$ cat config.mk
export PLATFORM = sky130hd
export DESIGN_NAME = gpio_input_capture
export DESIGN_NICKNAME = d
export VERILOG_FILES = /design/src/rtl/gpio_input_capture_pkg.sv /design/src/rtl/debounce_channel.sv /design/src/rtl/gpio_input_capture.sv
export SDC_FILE = /design/constraint.sdc
export NUM_CORES = 1
export LEC_CHECK = 0
export BUFFER_PORTS_ARGS = -buffer_cell sky130_fd_sc_hd__buf_2
export CAP_MARGIN = 15
export CORE_UTILIZATION = 53
export CTS_BUF_LIST = sky130_fd_sc_hd__clkbuf_16
export CTS_CLUSTER_SIZE = 40
export DETAILED_ROUTE_END_ITERATION = 7
export GPL_TIMING_DRIVEN = 0
export HOLD_SLACK_MARGIN = 0.05
export PLACE_DENSITY = 0.83
export SKIP_CTS_REPAIR_TIMING = 1
export SLEW_MARGIN = 20
export SYNTH_ARGS = -nofsm -noshare
export SYNTH_HDL_FRONTEND = slang
export SYNTH_SLANG_ARGS = --single-unit
$ cat constraint.sdc
create_clock -name clk -period 2.35 [get_ports clk]
set_input_delay 0.1175 -clock clk [delete_from_list [all_inputs] [get_ports clk]]
set_output_delay 0.1175 -clock clk [all_outputs]
set_load 0.01 [all_outputs]
$ cat src/rtl/gpio_input_capture_pkg.sv
// Shared constants and helpers for the GPIO input capture block.
package gpio_input_capture_pkg;

   localparam int DEF_DEBOUNCE = 16;

   // Sticky flag update: a same-cycle set beats a clear so no press is lost.
   function automatic logic evt_next(
      input logic cur,
      input logic clr,
      input logic set
   );
      return (cur & ~clr) | set;
   endfunction

endpackage

$ cat src/rtl/debounce_channel.sv
// One input channel: two-flop sync, polarity fix, counter debounce, edges.
module debounce_channel
   import gpio_input_capture_pkg::*;
#(
   parameter int   DEBOUNCE_CYCLES = DEF_DEBOUNCE,
   parameter logic ACTIVE_LOW      = 1'b1
) (
   input  logic clk,
   input  logic rstn,
   input  logic pin,
   output logic rise,
   output logic level,
   output logic press,
   output logic released
);

   localparam int CW = $clog2(DEBOUNCE_CYCLES + 1);
   localparam logic [CW-1:0] LAST = CW'(DEBOUNCE_CYCLES - 1);

   logic          s1;
   logic          s2;
   logic          norm;
   logic          accept;
   logic          level_next;
   logic [CW-1:0] cnt;

   assign norm       = s2 ^ ACTIVE_LOW;
   assign accept     = (norm != level) && (cnt == LAST);
   assign level_next = accept ? norm : level;
   assign rise       = level_next & ~level;

   always_ff @(posedge clk) begin
      if (!rstn) begin
         s1       <= ACTIVE_LOW;
         s2       <= ACTIVE_LOW;
         cnt      <= '0;
         level    <= 1'b0;
         press    <= 1'b0;
         released <= 1'b0;
      end else begin
         s1 <= pin;
         s2 <= s1;
         // Any agreeing sample restarts the stability count.
         if (norm == level || accept) begin
            cnt <= '0;
         end else begin
            cnt <= cnt + CW'(1);
         end
         level    <= level_next;
         press    <= level_next & ~level;
         released <= ~level_next & level;
      end
   end

endmodule

$ cat src/rtl/gpio_input_capture.sv
// Debounced GPIO inputs with sticky press flags and a level interrupt.
module gpio_input_capture
   import gpio_input_capture_pkg::*;
#(
   parameter int           N               = 4,
   parameter int           DEBOUNCE_CYCLES = DEF_DEBOUNCE,
   parameter logic [N-1:0] ACTIVE_LOW      = {N{1'b1}}
) (
   input  logic         clk,
   input  logic         rstn,
   input  logic [N-1:0] pins_async,
   input  logic [N-1:0] irq_en,
   input  logic         clr_we,
   input  logic [N-1:0] clr_mask,
   output logic [N-1:0] level,
   output logic [N-1:0] press,
   output logic [N-1:0] released,
   output logic [N-1:0] events,
   output logic         irq
);

   logic [N-1:0] rise;
   logic [N-1:0] clr;
   logic [N-1:0] events_next;

   for (genvar i = 0; i < N; i++) begin : g_ch
      debounce_channel #(
         .DEBOUNCE_CYCLES (DEBOUNCE_CYCLES),
         .ACTIVE_LOW      (ACTIVE_LOW[i])
      ) u_ch (
         .clk      (clk),
         .rstn     (rstn),
         .pin      (pins_async[i]),
         .rise     (rise[i]),
         .level    (level[i]),
         .press    (press[i]),
         .released (released[i])
      );
   end

   always_comb begin
      clr         = clr_we ? clr_mask : '0;
      events_next = '0;
      for (int i = 0; i < N; i++) begin
         events_next[i] = evt_next(events[i], clr[i], rise[i]);
      end
   end

   // irq follows next-state events so it rises with the flag itself.
   always_ff @(posedge clk) begin
      if (!rstn) begin
         events <= '0;
         irq    <= 1'b0;
      end else begin
         events <= events_next;
         irq    <= |(events_next & irq_en);
      end
   end

endmodule

# After elaboration in Yosys (flattened, before gate mapping)
# Index checks and enable logic that the tools add are counted.
# totals
inputBits	15
out_inout_bits	17
word_cells	94
register_bits	45
# classes
addsub	4
bitwise_logic	34
reduce_logical	13
eq_ne	12
mux	5
# ops
cell	n
$add 5x1->5 const B	4
$eq 5x4->1 const B	4
$not 1->1	17
$and 1x1->1	12
$reduce_or 2->1	4
$and 4x4->4	1
$eq 1x1->1	4
$logic_and 1x1->1	4
$logic_or 1x1->1	4
$mux 1	4
$mux 4	1
$ne 1x1->1	4
$or 1x1->1	4
$reduce_or 4->1	1

# Depth between registers and ports, before layout
# logic_depth
depth_word	8
ltp_mapped	7
mapped_depth_nobuf	7

# Cells and area by module
# A second synthesis with hierarchy kept.
# hier_totals
hier_cells	151
hier_area_um2	1647.8
# by_module_without_submodules
mod	seq_area_each_um2	area_each_um2	n_inst	cells_per_inst
debounce_channel	200.2	361.6	4	33
gpio_input_capture	100.1	201.4	1	19

# Worst setup path before layout
# Ideal clock, no wire load.
# synth_timing
kind	flip-flop to flip-flop
from	register g_ch[2].u_ch.cnt[0]
to	register irq
setup_time_ps	118
t_required_ps	2232
arrival_time_ps	1505
path_slack_ps	727
period_less_slack_ps	1623
n_path_buf	0
path_stages_with_launch	8
cell_sequence	dfxtp_1 > ha_1 > and3_1 > ha_1 > and4bb_4 > a31o_4 > a22oi_2 > nand2_1
# synth_between
elab_chain_len	7
# synth_lines
element	line	rtl
from (decl)	debounce_channel.sv:25	logic [CW-1:0] cnt;
from (signal assigned)	debounce_channel.sv:47	cnt <= cnt + CW'(1);
$eq 5x4->1	debounce_channel.sv:28	assign accept = (norm != level) && (cnt == LAST);
$logic_and 1x1->1	debounce_channel.sv:28	
$mux 1	debounce_channel.sv:29	assign level_next = accept ? norm : level;
$and 1x1->1	debounce_channel.sv:30	assign rise = level_next & ~level;
$or 1x1->1	gpio_input_capture_pkg.sv:12	return (cur & ~clr) | set;
$and 4x4->4	gpio_input_capture.sv:56	irq <= |(events_next & irq_en);
$reduce_or 4->1	gpio_input_capture.sv:56	
to (signal assigned)	gpio_input_capture.sv:56	
to (decl)	gpio_input_capture.sv:19	output logic irq
# No other way between the ends.
# A chain may end at the register's enable or synchronous reset.

# Worst setup path in the final report
# layout_timing
from	register g_ch[0].u_ch.cnt[0]
to	register irq
# layout_between
elab_chain_len	7
# layout_lines
element	line
from (decl)	debounce_channel.sv:25
from (signal assigned)	debounce_channel.sv:47
$eq 5x4->1	debounce_channel.sv:28
$logic_and 1x1->1	debounce_channel.sv:28
$mux 1	debounce_channel.sv:29
$and 1x1->1	debounce_channel.sv:30
$or 1x1->1	gpio_input_capture_pkg.sv:12
$and 4x4->4	gpio_input_capture.sv:56
$reduce_or 4->1	gpio_input_capture.sv:56
# No other way between the ends.

==> metrics.txt <==
synth warn=0; Final setup violation count=0; Synth Cell Area=1717 µm²; cell row count=20; initial DRC count=26; # port buffers=30; CP max-delay cell=dfxtp_1; Slew Limit Fails=0; fin crit share=75.33%; Setup crit end kind=flip-flop; HP Class=input pin to flip-flop; number of buffers created by CTS=5; Die Height=58.91 µm; register area=900.9 µm²; drc violations=0; pin count of the biggest net entering global routing=13; cell mode on critical path=ha_1; slew margin rel.=86.18%; CP Max Fanout=4; Post-DP HPWL=2157 µm; Vias=1163; First-pass DRT Iterations=4; Placed Cells=233; Overflow after GRT=0; clock root buffer=clkbuf_16; Mapped Cells=159; fin cells=244; Syn Area/Cell=10.80 µm²; setup_tns=0 ns; RSZ-0062 raised after global routing=false; outcome=complete, no violations; GR Util All Layers=20.53%; kind of critical path=flip-flop to flip-flop; initial antenna violation count=0; Die W=58.91 µm; Initial Utilization=56.23%; critical path data arrival time=1.94 ns; IO Count=32; skew final=0.001916 ns; Slew @ Worst Pin=0.2068 ns; Area Growth Syn to Fin=22.01%; P per Cell Area=696.2 nW/µm²; CTS tree=built; core area=3053 µm²; H-tree levels=2; Worst-path clk slew=0.06 ns; Critical Path, Cell by Cell=ha_1 -> and3_1 -> ha_1 -> and4bb_2 -> a31o_2 -> a22oi_2 -> nand2_1; Vias/cell=4.766; final net count=223; share of layout cells above drive strength 1=30.00%; leading post-synthesis cells by cell area=dfxtp_1 52%, ha_1 5.8%, buf_4 5.2%; routed wl met2=1524 µm; drt total wl=2938 µm; CP Launch Type=flip-flop; Fmax achieved=564.9 MHz; Final Critical Period=1.770 ns; CTS Sinks=45; Peak VDD IR=0.6106 mV; remaining antenna violation count after routing=0; Inserted Diodes=0; CP required=2.52 ns; WL/cell=12.04 µm; top sig layer=met4; Fillers=234; die area=3470 µm²; area share of the largest cell type after synthesis=52.48%; Worst-Skew Late Latency=0.28 ns; GP Congestion=0.6712; CTS max path bufs=2; #FFs+latches synth=45; Hold Vio Cnt, Final=0; Lkg Pwr=0.9341 nW; CP peak stage delay=0.33 ns; MaxCap Viol Count=0; Multi-input gate area=659.4 µm²; met3 wire length=139 µm; first-pass GRT wire length=4974 µm; post-synthesis net count=182; register area share after synthesis=52.48%; vias in the first global route=1144; M1 wire length=1196 µm; synth unique cells=23; biggest area consumer among synthesized cells=dfxtp_1
[report_power, final]
part / internal (W) / switching (W) / leakage [nW]
Clock: 0.000380 / 0.000258 / 0.0685
Combinational: 0.0000232 / 0.0000202 / 0.501
Sequential: 0.000772 / 0.00000526 / 0.365
[synth_stat cells (all sizes together)]
cell	instances
and4bb	4
nand2b	8
nor2	20
dfxtp	45
inv	12
and3	4
nand3	4
buf	14
a22oi	2
mux2i	4
xnor2	8
and2	4
nand2	5
ha	8
a31o	4
clkbuf	1
nand3b	4
xor2	4
and4	4
[flip-flops by register name, summed over array words and instances (netlist names)]
name,cells
g_ch.u_ch.press,4
irq,1
g_ch.u_ch.released,4
g_ch.u_ch.s2,4
g_ch.u_ch.cnt,20
g_ch.u_ch.level,4
g_ch.u_ch.s1,4
events,4
[area by class of cell]
class / instances / area share, %
sequential: 45 / 43.01
clock inverter: 2 / 0.3584
inverter: 12 / 2.151
clock buffer: 5 / 5.974
multi-input combinational: 87 / 31.48
buffer: 15 / 5.317
timing repair buffer: 34 / 9.080
tap: 44 / 2.628
[final timing paths]
path	end	cells after the start	startpoint	slack [ns]
worst max register to register	irq	7	g_ch[0].u_ch.cnt[0]	0.58
worst max-delay path	irq	7	g_ch[0].u_ch.cnt[0]	0.58
worst min register to register	g_ch[0].u_ch.s2	1	g_ch[0].u_ch.s1	0.41
worst min-delay path	irq	3	irq_en[3]	0.05
[layer usage]
layer  vias up  GRT usage (%)
li1        589              -
met1       534          21.12
met2        32          36.20
met4         0          13.27
met3         8          5.934
met5         -              0
[cell families after synthesis]
group,Yosys count,share of synthesized area (%)
multiplexers,4,2.332
flip-flops,45,52.48
XOR/XNOR,12,6.122
AND/OR/NAND/NOR,57,19.61
buffers and inverters,27,9.110
AO/OA/AOI/OAI,6,4.519
adder cells (fa/ha/maj),8,5.831
[worst max-delay path: cells and delay by family, from the launching register on]
kind                     cells  cell delay (ns)
flip-flops                   1             0.33
AO/OA/AOI/OAI                2             0.40
AND/OR/NAND/NOR              3             0.48
adder cells (fa/ha/maj)      2             0.45
[cell usage in the layout, fill, tap and decap left out, drive strengths merged]
cell / n
a22oi: 2
and4bb: 4
nand3: 4
ha: 8
xor2: 4
inv: 13
and3: 4
a31o: 4
xnor2: 8
nand2b: 8
nand2: 5
clkbuf: 6
clkinv: 1
buf: 44
nand3b: 4
nor2: 20
dlygate4sd3: 4
and4: 4
and2: 4
mux2i: 4
dfxtp: 45
[stage by stage]
stage | util [%] | hold WS (ns) | setup slack, ns | total power [W] | cell area [µm²]
after floorplan | - | 0.2190 | 0.7270 | 0.0008132 | 1717
after global placement | 62.95 | 0.2972 | 0.6534 | 0.0008289 | 1922
after detailed placement | 62.95 | 0.3102 | 0.6050 | 0.0008319 | 1922
after CTS | 67.30 | 0.01460 | 0.5950 | 0.001468 | 2054
after global routing | 68.61 | 0.05494 | 0.5240 | 0.001513 | 2095
final | 68.61 | 0.04631 | 0.5797 | 0.001458 | 2095
Power figures use the tool's default switching activity.
